--- src/rtl/booth_secuenciador.sv ---
// booth_secuenciador: feeds buffered operand pairs to an external Booth
// multiplier (control unit + datapath), waits for Fin with a timeout, and
// hands the signed product to a ready/valid consumer.
module booth_secuenciador #(
    parameter int ANCHO  = 3,
    parameter int PROF   = 2,
    parameter int LIMITE = 15
) (
    input  logic               clk,
    input  logic               reset,
    input  logic               in_valid,
    output logic               in_ready,
    input  logic [ANCHO-1:0]   in_m,
    input  logic [ANCHO-1:0]   in_q,
    output logic               mult_reset,
    output logic [ANCHO-1:0]   mult_m,
    output logic [ANCHO-1:0]   mult_q,
    input  logic               mult_fin,
    input  logic [2*ANCHO-1:0] mult_producto,
    output logic               out_valid,
    input  logic               out_ready,
    output logic [2*ANCHO-1:0] out_producto,
    output logic               error,
    output logic [7:0]         ops_hechas
);

    localparam int PW = (PROF > 1) ? $clog2(PROF) : 1;
    localparam int CW = $clog2(PROF + 1);
    localparam int TW = (LIMITE > 1) ? $clog2(LIMITE) : 1;

    localparam logic [PW-1:0] PTR_ULT    = PW'(PROF - 1);
    localparam logic [CW-1:0] LLENO      = CW'(PROF);
    localparam logic [TW-1:0] CUENTA_ULT = TW'(LIMITE - 1);

    typedef enum logic [1:0] {
        IDLE,
        LANZA,
        ESPERA,
        ENTREGA
    } estado_t;

    estado_t            estado;
    logic [2*ANCHO-1:0] mem [PROF];
    logic [PW-1:0]      wr_ptr;
    logic [PW-1:0]      rd_ptr;
    logic [CW-1:0]      cuenta;
    logic [TW-1:0]      contador;
    logic               lleno;
    logic               vacio;
    logic               push;
    logic               pop;

    // Buffer status and handshakes; a full buffer never accepts, even while popping
    always_comb begin
        lleno      = (cuenta == LLENO);
        vacio      = (cuenta == '0);
        in_ready   = reset && !lleno;
        push       = in_valid && in_ready;
        pop        = reset && (estado == IDLE) && !vacio;
        mult_reset = !reset || (estado == LANZA);
    end

    // Operand storage, written on every accepted pair
    always_ff @(posedge clk) begin
        if (push) begin
            mem[wr_ptr] <= {in_m, in_q};
        end
    end

    // Buffer pointers and occupancy
    always_ff @(posedge clk) begin
        if (!reset) begin
            wr_ptr <= '0;
            rd_ptr <= '0;
            cuenta <= '0;
        end else begin
            if (push) begin
                wr_ptr <= (wr_ptr == PTR_ULT) ? '0 : wr_ptr + 1'b1;
            end
            if (pop) begin
                rd_ptr <= (rd_ptr == PTR_ULT) ? '0 : rd_ptr + 1'b1;
            end
            if (push && !pop) begin
                cuenta <= cuenta + 1'b1;
            end else if (pop && !push) begin
                cuenta <= cuenta - 1'b1;
            end
        end
    end

    // Sequencer: launch, wait for Fin or timeout, deliver the product
    always_ff @(posedge clk) begin
        if (!reset) begin
            estado       <= IDLE;
            out_valid    <= 1'b0;
            out_producto <= '0;
            mult_m       <= '0;
            mult_q       <= '0;
            error        <= 1'b0;
            ops_hechas   <= '0;
            contador     <= '0;
        end else begin
            case (estado)
                IDLE: begin
                    if (pop) begin
                        {mult_m, mult_q} <= mem[rd_ptr];
                        estado           <= LANZA;
                    end
                end
                LANZA: begin
                    contador <= '0;
                    estado   <= ESPERA;
                end
                ESPERA: begin
                    // Fin takes priority over a timeout on the same cycle
                    if (mult_fin) begin
                        out_producto <= mult_producto;
                        out_valid    <= 1'b1;
                        estado       <= ENTREGA;
                    end else if (contador == CUENTA_ULT) begin
                        error  <= 1'b1;
                        estado <= IDLE;
                    end else begin
                        contador <= contador + 1'b1;
                    end
                end
                ENTREGA: begin
                    if (out_ready) begin
                        out_valid  <= 1'b0;
                        ops_hechas <= ops_hechas + 8'd1;
                        estado     <= IDLE;
                    end
                end
                default: begin
                    estado <= IDLE;
                end
            endcase
        end
    end

endmodule

--- config.mk ---
export PLATFORM = sky130hd
export DESIGN_NAME = booth_secuenciador
export DESIGN_NICKNAME = d
export VERILOG_FILES = /design/src/rtl/booth_secuenciador.sv
export SDC_FILE = /design/constraint.sdc
export NUM_CORES = 1
export LEC_CHECK = 0
export CAP_MARGIN = 5
export CORE_ASPECT_RATIO = 0.5
export CORE_MARGIN = 2
export CORE_UTILIZATION = 53
export DETAILED_ROUTE_END_ITERATION = 8
export PLACE_DENSITY = 0.83
export SLEW_MARGIN = 20
export SYNTH_ARGS = -nofsm -noshare
export SYNTH_HDL_FRONTEND = slang
export SYNTH_SLANG_ARGS = --single-unit
--- constraint.sdc ---
create_clock -name clk -period 3.65 [get_ports clk]
set_input_delay 0.365 -clock clk [delete_from_list [all_inputs] [get_ports clk]]
set_output_delay 0.365 -clock clk [all_outputs]
set_load 0.1 [all_outputs]
* Word-level counts from Yosys, hierarchy flattened *
Memories as Yosys holds them, arrays and structs flattened. A register that Yosys moved wholly into a read port is not among the register bits.
Cells that the tools add are included.

word-level totals
  output and inout port bits = 24
  logic and storage cells = 70
  input bits = 17
  bits in writable memories = 12
  register bits = 26
  memories kept = 1

cells by class
  multiplexer cells = 17
  bitwise gates (word level) = 1
  eq/ne operators = 11
  reductions and logical operators = 25
  add/subtract/negate cells = 6

memories
  memory  words  width  rd ports  clocked after memory_dff  wr ports  RTL line  RTL
  mem     2      6      1         1                         1         43        logic [2*ANCHO-1:0] mem [PROF];

operators by type and width
  kind                                                 count
  two-way mux 2 bit                                    6
  AND reduction 3 bit                                  4
  != test 2 bit, second input constant                 5
  adder 8 x 1 -> 8 bit, second input constant          1
  two-way mux 4 bit                                    2
  case mux 2 bit (4 select lines)                      1
  case mux 4 bit (2 select lines)                      1
  equality test 2 bit, second input constant           3
  logical AND 1 bit                                    6
  zero test 1 bit                                      6
  two-way mux 1 bit                                    6
  AND reduction 2 bit                                  3
  nonzero test 2 bit                                   3
  adder 4 x 1 -> 4 bit, second input constant          1
  equality test 4 bit, second input constant           1
  zero test 2 bit                                      2
  != test 3 bit, second input constant                 1
  adder 1 bit, second input constant                   2
  adder 2 x 1 -> 2 bit, second input constant          1
  equality test 2 x 1 -> 1 bit, second input constant  1
  case mux 1 bit (2 select lines)                      1
  subtractor 2 x 1 -> 2 bit, second input constant     1
  logical OR 1 bit                                     1
  inverter 1 bit                                       1

* Depth between registers and ports, before layout *
  depth after elaboration = 8
  depth in mapped cells = 8
  depth with buffers taken out = 7

* Worst setup path before layout *
Ideal clock, no wire load.

  path type = register to register
  start = reg estado[0]
  end = reg cuenta[1]
  arrival = 1.965 ns
  path buffers = 1
  slack = 1.615 ns
  library setup time = 0.070 ns
  required time = 3.580 ns
  cell stages (with the launch flop) = 8
  clock period less this slack = 2.035 ns
  path through = dfxtp_1 buf_4 or3b_1 nor2_1 inv_1 ha_1 or3_1 a21oi_1

between the ends
  longest elaborated chain between the ends = 6
  elaborated cells on any way between the ends = 8
  those cells by class = mux: 1; reduce/logical: 7

ends and longest elaborated chain
  element                                                  RTL line  RTL
  start: declaration                                       42        estado_t estado;
  start signal: assignment                                 94        estado <= IDLE;
  start signal: assignment                                 107       estado <= LANZA;
  start signal: assignment                                 112       estado <= ESPERA;
  zero test 2 bit *                                        59        pop = reset && (estado == IDLE) && !vacio;
  logical AND 1 bit * (2 in a row)                         59
  zero test 1 bit                                          83        if (push && !pop) begin
  logical AND 1 bit                                        83
  two-way mux 2 bit or nonzero test 2 bit (tied branches)  --
  end signal: assignment                                   84        cuenta <= cuenta + 1'b1;
  end signal: assignment                                   86        cuenta <= cuenta - 1'b1;
  end: declaration                                         46        logic [CW-1:0] cuenta;

Every way passes the cells marked *; elsewhere a longest branch is shown, timed or not.
A chain may end at the register's enable or synchronous reset.

* Worst setup path after layout *
  start = in reset
  end = reg cuenta[1]

between the ends
  longest elaborated chain between the ends = 5
  elaborated cells on any way between the ends = 10
  those cells by class = mux: 1; reduce/logical: 9

ends and longest elaborated chain
  element                                                  RTL line  RTL
  start: declaration                                       10        input logic reset,
  logical AND 1 bit, on equally long branches              59, 57
  logical AND 1 bit, on equally long branches              59, 58
  zero test 1 bit, on equally long branches                83, 85
  logical AND 1 bit, on equally long branches              83, 85
  two-way mux 2 bit or nonzero test 2 bit (tied branches)  --

Parallel ways exist; a longest one is shown, timed or not.

==> reports/results.tsv <==
metric	value	unit
p_leak	0.000880	uW
path_cells	clkdlybuf4s50_1 -> buf_4 -> or3b_1 -> nor2_1 -> inv_1 -> ha_1 -> or3_1 -> a21oi_1	
yosysWarnings	0	
start_kind	input port	
gp_congestion	0.798	
wl_per_cell	13.3	um
initial_core_util	54.5	%
synthCells	177	
cpPeakStageDelay	0.45	ns
cts_sinks	44	
coreArea	3400	um^2
slowest_stage	clkdlybuf4s50_1	
cts_resized	0	
root_buffer	clkbuf_8	
arrival	2.71	ns
ctsLongestPathBuffers	2	
placed_cell_area	2280	um^2
setup_viol	0	
max_slew_margin	34.4	%
ioPinCount	41	
drc	0	
syn_nets	198	
yosys.cell_types.count	40	
drt-total-wl	3.57	mm
crit_path_max_fanout	13	
die_w	87.6	um
ant_nets	0	
grt_max_degree	27	
drive_gt1_share	6.91	%
critPathRequiredTime	3.88	ns
die_area	4010	um^2
hold_path_class	reg -> reg	
ir_drop	0.000339	V
ys_seq_area_share	54.0	%
rsz0062_at_grt	false	
hold_violations	0	
power.density	673	nW/um^2
cts_tree	yes	
drtIter0Drc	63	
hold_buffers	0	
rows	15	
h-tree-depth	2	
hold_ws	0.446	ns
crit_type	in -> reg	
stdcell_area	2390	um^2
syn-cell-area	1850	um^2
dr.pass1.iters	4	
postCtsSetupBuffers	0	
critPathTopFamily	simple AND/OR/NAND/NOR gates	
maxCapViolations	0	
crit_path_end_kind	register	
setup_tns	0	ns
run_status	completed	
track_usage	19.7	%
drv_slew	0	
timing.fmax	403	MHz
worstMarginPinSlew	0.981	ns
syn-mean-instance-area	10.5	um^2
diodes	0	
cts.clk_slew.worst_paths	0.08	ns
cts_buffers	5	
die_y	45.8	um
io_buffers	40	
grt-ovfl-total	0	
antenna_found_initial	0	
via_count	1402	
insertion_delay	0.30	ns
area_delta_synth_final	29.0	%
fin_nets	237	
viasPerCell	5.23	
grt_pass1_wl	5.85	mm
hpwl	2.43	mm
path_buf_inv	3	
ys_seq_elements	44	
post-route-period-util	67.9	%
fin_skew	0.00197	ns
period_needed	2.48	ns
grt_pass1_vias	1238	
-- routing by layer --
| metal | vias to the layer above | global-route usage [%] | share of wire (%) |
|---|---|---|---|
| li1 | 713 | - | - |
| met1 | 655 | 25.5 | 49 |
| met2 | 30 | 31.2 | 46 |
| met3 | 4 | 5.98 | 3.8 |
| met4 | 0 | 8.62 | 1.3 |
| met5 | - | 0 | 0 |
-- cell usage after synthesis --
master     count  share of area (%)
a211oi_1       6                2.4
a21o_1         1               0.41
a21oi_1       19                5.1
a31o_2         1               0.47
and2_1         1               0.34
and3_1         1               0.34
buf_1          1               0.20
buf_2          2               0.54
buf_4          2               0.81
clkbuf_1       5                1.0
clkinv_1       1               0.20
dfxtp_1       32                 35
edfxtp_1      12                 19
ha_1           4                2.7
inv_1          9                1.8
mux2i_1       14                7.6
nand2_1        7                1.4
nand2b_1       4                1.4
nand3_1        3               0.81
nand3_4        1               0.95
nand3b_1       1               0.41
nand4_1        3                1.0
nor2_1        14                2.8
nor3b_2        1               0.68
nor4_1         1               0.34
o2111ai_1      1               0.47
o211ai_1       1               0.41
o21a_1         1               0.41
o21ai_0        4                1.1
o21bai_1       1               0.41
o2bb2ai_1      1               0.47
o311a_1        1               0.54
o31ai_1        4                1.6
o41ai_1        1               0.47
or2_2          1               0.34
or3_1          7                2.4
or3b_1         2               0.95
or4_1          2               0.81
xnor2_1        1               0.47
xor2_1         3                1.4
-- metrics by stage --
step / setup slack (ns) / utilization [%] / total power, uW / cells
2_1_floorplan: 1.61 / - / 1110 / 177
3_3_place_gp: 0.975 / 67.1 / 1220 / 260
3_5_place_dp: 0.859 / 67.1 / 1240 / 260
4_1_cts: 1.18 / 70.4 / 1610 / 268
5_1_grt: 1.02 / 70.4 / 1690 / 268
6_report: 1.17 / 70.4 / 1610 / 268
-- logic make-up (layout without fill, tap and decap cells) --
group	count (synthesis)	count (layout)	share of synthesized area, %
muxes	14	14	7.56
and+or+nand+nor	49	49	14.9
AOI/OAI and AO/OA	42	42	14.3
DFF	44	44	54.0
buffers and inverters	20	60	4.59
adders and majority gates	4	4	2.70
xor gates and xnor gates	4	4	1.89
-- placed cells by master (no fill, tap or decap), types with 2 or more instances in the layout --
cell type        count
nand2b_1             4
clkinv_1             2
or3b_1               2
a21oi_1             19
ha_1                 4
dfxtp_1             32
nand3_1              3
o31ai_1              4
or3_1                7
nor2_1              14
clkdlybuf4s50_1     38
mux2i_1             14
edfxtp_1            12
clkbuf_8             5
xor2_1               3
buf_4                4
nand4_1              3
nand2_1              7
o21ai_0              4
or4_1                2
inv_1                9
a211oi_1             6
-- tightest hold or removal path: stages (launching register included) --
cell and delay (ns):
dfxtp_1 0.31, inv_1 0.05, a21oi_1 0.05
-- flip-flops by register name (all words and copies together) (netlist names), 2 cells and up --
register	count
cuenta	2
estado	2
mult_m	3
out_producto	6
ops_hechas	8
mult_q	3
mem	12
contador	4
-- worst paths after layout --
kind	from	end	slack, ns	cells past startpoint
max	reset	cuenta[1]	1.17	8
min	error	error	0.45	2
max reg2reg	estado[0]	cuenta[1]	1.36	6
min reg2reg	error	error	0.45	2
-- power by group --
group | total [uW] | internal, uW | switching, uW
Sequential | 641 | 566 | 75.4
Clock | 374 | 203 | 172
Combinational | 592 | 180 | 412
Total | 1610 | 949 | 659
-- layout make-up --
class | instances | area, um^2
repair buffers | 42 | 410
flip-flops and latches | 44 | 1000
fillers | 253 | 1010
inverters | 10 | 37.5
clock buffers | 5 | 68.8
clock inverters | 3 | 42.5
multi-input cells | 113 | 767
well taps | 51 | 63.8
No activity file was read; power rests on OpenSTA's default activity.
